`config.mk`:
```
export PLATFORM = sky130hd
export DESIGN_NAME = store_unit
export DESIGN_NICKNAME = d
export VERILOG_FILES = /design/src/rtl/store_pkg.sv /design/src/rtl/store_lane_align.sv /design/src/rtl/store_unit.sv
export SDC_FILE = /design/constraint.sdc
export NUM_CORES = 1
export LEC_CHECK = 0
export BUFFER_PORTS_ARGS = -buffer_cell sky130_fd_sc_hd__buf_2
export CORE_MARGIN = 4
export CORE_UTILIZATION = 57
export CTS_CLUSTER_DIAMETER = 80
export DETAILED_ROUTE_END_ITERATION = 10
export PLACE_DENSITY = 0.79
export SYNTH_ARGS = -nofsm -noshare
export SYNTH_HDL_FRONTEND = slang
export SYNTH_SLANG_ARGS = --single-unit
```
`constraint.sdc`:
```
create_clock -name clk -period 5.2 [get_ports clk]
set_input_delay 1.04 -clock clk [delete_from_list [all_inputs] [get_ports clk]]
set_output_delay 1.04 -clock clk [all_outputs]
set_load 0.005 [all_outputs]
```
`src/rtl/store_pkg.sv`:
```
// Shared constants, FSM state type and width helpers for the RV32I store path.
package store_pkg;

    localparam logic [6:0] OP_STORE = 7'b0100011;

    localparam logic [2:0] F3_SB = 3'b000;
    localparam logic [2:0] F3_SH = 3'b001;
    localparam logic [2:0] F3_SW = 3'b010;

    typedef enum logic [1:0] {
        IDLE  = 2'd0,
        BEAT0 = 2'd1,
        BEAT1 = 2'd2,
        RESP  = 2'd3
    } st_state_e;

    // Byte mask for the access width before lane shifting (SB=1, SH=2, SW=4 bytes).
    function automatic logic [3:0] size_mask(input logic [2:0] funct3);
        case (funct3)
            F3_SB:   return 4'b0001;
            F3_SH:   return 4'b0011;
            default: return 4'b1111;
        endcase
    endfunction

    function automatic logic is_store_f3(input logic [2:0] funct3);
        return (funct3 == F3_SB) || (funct3 == F3_SH) || (funct3 == F3_SW);
    endfunction

endpackage

```
`src/rtl/store_lane_align.sv`:
```
// Places store data and byte enables into the two word lanes touched by an access
// at byte offset off; split flags an access that spills into the next word.
module store_lane_align
    import store_pkg::*;
(
    input  logic [1:0]  off,
    input  logic [2:0]  funct3,
    input  logic [31:0] data,
    output logic [7:0]  mask8,
    output logic [63:0] wide64,
    output logic        split
);

    logic [3:0]  bmask;
    logic [31:0] dmask;

    // NOTE: every output of a combinational block is assigned on every path,
    // otherwise synthesis infers a latch to hold the old value.
    always_comb begin
        bmask  = size_mask(funct3);
        dmask  = {{8{bmask[3]}}, {8{bmask[2]}}, {8{bmask[1]}}, {8{bmask[0]}}};
        mask8  = {4'b0000, bmask} << off;
        wide64 = {32'd0, data & dmask} << {off, 3'b000};
        split  = |mask8[7:4];
    end

endmodule

```
`src/rtl/store_unit.sv`:
```
// RV32I data-memory write path: forms the effective address, lane-aligns the data
// and issues one or two word-aligned write beats, reporting done/err to the core.
module store_unit
    import store_pkg::*;
#(
    parameter int unsigned ACK_TIMEOUT = 16
) (
    input  logic        clk,
    input  logic        rst,
    input  logic        start,
    input  logic [6:0]  opcode,
    input  logic [2:0]  funct3,
    input  logic [11:0] imm,
    input  logic [31:0] in1,
    input  logic [31:0] in2,
    output logic        busy,
    output logic        done,
    output logic        err,
    output logic [31:0] d_addr,
    output logic [31:0] d_wdata,
    output logic [3:0]  d_be,
    output logic        d_we,
    input  logic        d_ack
);

    localparam logic [7:0] TMO_LAST = 8'(ACK_TIMEOUT - 1);

    st_state_e   state, next_state;
    logic [31:0] ea;
    logic [7:0]  mask8;
    logic [63:0] wide64;
    logic        split;
    logic        legal;
    logic        err_next;
    logic        tmo_hit;
    logic        accept;
    logic        to_beat1;

    // Second-beat image captured at accept so the beat switch is a plain reload.
    logic        split_q;
    logic [31:0] hi_addr;
    logic [31:0] hi_wdata;
    logic [3:0]  hi_be;
    logic [7:0]  tmo_cnt;

    assign ea       = in1 + {{20{imm[11]}}, imm};
    assign legal    = (opcode == OP_STORE) && is_store_f3(funct3);
    assign tmo_hit  = (tmo_cnt == TMO_LAST);
    assign accept   = (state == IDLE) && start && legal;
    assign to_beat1 = (state == BEAT0) && (next_state == BEAT1);

    store_lane_align u_align (
        .off    (ea[1:0]),
        .funct3 (funct3),
        .data   (in2),
        .mask8  (mask8),
        .wide64 (wide64),
        .split  (split)
    );

    // NOTE: sequential state uses non-blocking assignments so every register
    // samples pre-edge values regardless of statement order.
    always_ff @(posedge clk) begin
        if (rst) state <= IDLE;
        else     state <= next_state;
    end

    always_comb begin
        next_state = state;
        err_next   = 1'b0;
        case (state)
            IDLE: begin
                if (start) begin
                    next_state = legal ? BEAT0 : RESP;
                    err_next   = !legal;
                end
            end
            BEAT0: begin
                if (d_ack) begin
                    next_state = split_q ? BEAT1 : RESP;
                end else if (tmo_hit) begin
                    next_state = RESP;
                    err_next   = 1'b1;
                end
            end
            BEAT1: begin
                if (d_ack) begin
                    next_state = RESP;
                end else if (tmo_hit) begin
                    next_state = RESP;
                    err_next   = 1'b1;
                end
            end
            RESP:    next_state = IDLE;
            default: next_state = IDLE;
        endcase
    end

    // Handshake and response outputs are registered from the next state, so
    // done/err can never overlap d_we and the bus holds steady while waiting.
    always_ff @(posedge clk) begin
        if (rst) begin
            busy     <= 1'b0;
            done     <= 1'b0;
            err      <= 1'b0;
            d_we     <= 1'b0;
            d_addr   <= '0;
            d_wdata  <= '0;
            d_be     <= '0;
            tmo_cnt  <= '0;
            split_q  <= 1'b0;
            hi_addr  <= '0;
            hi_wdata <= '0;
            hi_be    <= '0;
        end else begin
            busy <= (next_state != IDLE);
            done <= (next_state == RESP);
            err  <= err_next;
            d_we <= (next_state == BEAT0) || (next_state == BEAT1);

            if (next_state != state) begin
                tmo_cnt <= '0;
            end else if ((state == BEAT0) || (state == BEAT1)) begin
                tmo_cnt <= tmo_cnt + 8'd1;
            end

            if (accept) begin
                d_addr   <= {ea[31:2], 2'b00};
                d_be     <= mask8[3:0];
                d_wdata  <= wide64[31:0];
                hi_addr  <= {ea[31:2], 2'b00} + 32'd4;
                hi_be    <= mask8[7:4];
                hi_wdata <= wide64[63:32];
                split_q  <= split;
            end else if (to_beat1) begin
                d_addr  <= hi_addr;
                d_be    <= hi_be;
                d_wdata <= hi_wdata;
            end
        end
    end

endmodule

```
==> impl_metrics.tcl <==
set metrics [dict create \
    seqCellArea_um2 2760 \
    wl_um 24800 \
    via_per_inst 6.17 \
    arrival_ns 4.88 \
    crit_path_end_kind "flop" \
    maxSlewViolCount 0 \
    crit_type "input pin to flop" \
    yosysWarnings 0 \
    tritoncts "yes" \
    areaGrowthSynthToFinish_pct 16.4 \
    hold_viol_final 0 \
    status "finished, final reports clean" \
    fin_cells 1438 \
    crit_fanout 4 \
    start_util_pct 59.2 \
    leakage_nw 4.21 \
    path_cells "buf_2 -> ha_1 -> fa_1 -> a21oi_2 -> o21a_1 -> nor4_1 -> or3_1 -> o31a_1 -> xnor2_1 -> or4b_4 -> or3b_4 -> or3_1 -> a311oi_1" \
    gp_congestion 0.949 \
    place_hpwl_um 17400 \
    core_area_um2 14800 \
    ys_seq_area_share_pct 31.6 \
    finalPower_mw 3.43 \
    path_clk_slew_ns 0.06 \
    grt_pass1_wl_um 40700 \
    numCtsBuffers 17 \
    critical-path-top-delay-family "simple AND/OR/NAND/NOR gates" \
    path_common_cell "or3_1" \
    min_period_over_period_pct 87.6 \
    synth_edf_count 0 \
    place_inst 1407 \
    worst_pin_slew_ns 1.22 \
    tns_ns 0 \
    syn-cell-area_um2 8740 \
    firstDrtPassIters 5 \
    fp-row-count 44 \
    drive_gt1_share_pct 19.5 \
    fillers 1283 \
    grt_max_degree 94 \
    grt-ovfl-total 0 \
    track_usage_pct 27.9 \
    ys_types 73 \
    worst_slack_ns 0.644 \
    holdWs_ns 0.448 \
    diodes 0 \
    numClockSinks 138 \
    path_buf_inv 1 \
    cts.repair.resized 0 \
    antenna_found_initial 0 \
    setup_violations 0 \
    slowest_stage "or4b_4" \
    min_period_ns 4.56 \
    die_height_um 132 \
    grt_pass1_vias 8204 \
    skew_ns 0.00789 \
    maxSlewHeadroom_pct 18.0 \
    ir_drop_mv 0.255 \
    ioPinCount 162 \
    drc 0 \
    async_flop_share_pct 0 \
    p_per_area_nw_per_um2 337 \
    synth_area_per_cell_um2 7.72 \
    drv_cap 0 \
    synth_top_flop_cell "dfxtp_1" \
    die_area_um2 17400 \
    postCtsSetupBuffers 0 \
    numPortBuffers 159 \
    multiInputGateArea_um2 5590 \
    vias 8875 \
    wl_per_cell_um 17.3 \
    clockBufferDepth 2 \
    cp-start-kind "input pin" \
    ant_nets 0 \
    synth-seq-cells 138 \
    synthCells 1132 \
    cp.required_ns 5.52 \
    root_buffer "clkbuf_16" \
    critPathMaxStageDelay_ns 0.58 \
    dp_slack_ns 0.241 \
    dr.first_iter.drc_count 895 \
    die_x_um 132 \
    hold_path_class "flop to flop" \
    holdBufCountCts 0 \
    nets 1374 \
    rsz0062_at_grt "false" \
    h-tree-depth 4 \
    fmaxAchievable_mhz 219 \
    worstSkewPairLatency_ns 0.42 \
]
==> routing by layer <==
layer  track usage, %  routed length (µm)
met1             36.7               10900
met2             45.4               11600
met3             5.95                1790
met4             9.74                 527
met5                0                   0
==> through the flow <==
step	cell area [µm²]	utilization [%]
2_1_floorplan	8740	-
3_3_place_gp	9600	65.1
4_1_cts	10200	69.0
5_1_grt	10200	69.0
6_report	10200	69.0
3_5_place_dp	9600	65.1
==> synth_stat cells, drive strengths merged, types with 4 or more instances <==
master | instances | share of area, %
a22oi | 9 | 0.77
and4 | 4 | 0.43
nand3b | 4 | 0.34
nand4 | 11 | 0.79
nor3 | 36 | 2.1
nand2b | 4 | 0.29
xor2 | 21 | 2.1
or3 | 8 | 0.57
nand3 | 61 | 3.5
buf | 18 | 1.1
o21a | 7 | 0.60
dfxtp | 138 | 32
nor2 | 157 | 6.7
nand2 | 128 | 5.5
and2 | 6 | 0.43
a311oi | 35 | 3.7
o31a | 4 | 0.40
a211oi | 65 | 5.6
a21boi | 4 | 0.34
o21ai | 37 | 2.1
mux2 | 9 | 1.2
ha | 41 | 5.9
nor4 | 15 | 1.4
a31oi | 15 | 1.1
a21o | 18 | 1.5
and3 | 18 | 1.3
xnor2 | 30 | 3.0
inv | 14 | 0.60
o21bai | 5 | 0.43
mux2i | 14 | 1.6
o211a | 10 | 1.1
o211ai | 8 | 0.74
a21oi | 70 | 4.2
or2 | 6 | 0.43
clkbuf | 69 | 3.0
==> report_power, final <==
part	internal (mW)	switching, mW	leakage (nW)	total (mW)
combinational	0.369	0.741	2.81	1.11
clock	0.749	0.441	0.289	1.19
sequential	1.10	0.0276	1.11	1.13
==> cells by family after synthesis <==
family          after synthesis  synth area share, %
xor+xnor                     51                 5.11
simple gates                470                 24.9
buf+inv                     101                 4.67
mux                          23                 2.76
flops                       138                 31.6
other cells                   1               0.0429
fa+ha+maj                    42                 6.10
compound gates              306                 24.8
==> path summary, 6_finish.rpt <==
path | to | slack, ns | startpoint | cells after the start
worst max-delay path | hi_addr[30]$_SDFFE_PP0P_ | 0.64 | imm[0] | 13
worst min register to register | hi_wdata[8]$_SDFFE_PP0P_ | 0.45 | hi_wdata[8]$_SDFFE_PP0P_ | 2
worst max register to register | d_wdata[11]$_SDFFE_PP0P_ | 2.03 | tmo_cnt[0]$_SDFFE_PP0P_ | 13
worst min-delay path | hi_wdata[8]$_SDFFE_PP0P_ | 0.45 | hi_wdata[8]$_SDFFE_PP0P_ | 2
==> worst register-to-register path, delay by kind of cell, from the launching register on <==
kind	cells	cell delay (ns)
DFF	1	0.33
buffers and inverters	2	0.40
and+or+nand+nor	5	0.89
AOI/OAI and AO/OA	3	0.58
muxes	1	0.35
adders and majority gates	2	0.47
==> cell type report <==
type / count / area share [%]
inverter: 14 / 0.516
tap: 184 / 2.26
clock inverter: 8 / 0.910
clock buffer: 23 / 4.79
sequential: 138 / 27.1
multi-input combinational: 894 / 55.0
timing repair buffer: 177 / 9.42
==> cell usage in the layout (no fill, tap or decap), drive strengths merged, types with 18 or more instances in the layout <==
master,instances
a211oi,65
a21o,18
a21oi,70
a311oi,35
and3,18
buf,177
clkbuf,23
dfxtp,138
ha,41
nand2,128
nand3,61
nor2,157
nor3,36
o21ai,37
xnor2,30
xor2,21
==> state kept, by name, summed over array words and instances (netlist names) <==
name and flops:
d_wdata 32, d_addr 30, hi_addr 30, hi_wdata 24
tmo_cnt 8, d_be 4, hi_be 3, state 2
busy 1, d_we 1, done 1, err 1
split_q 1
Power figures use the tool's default switching activity.
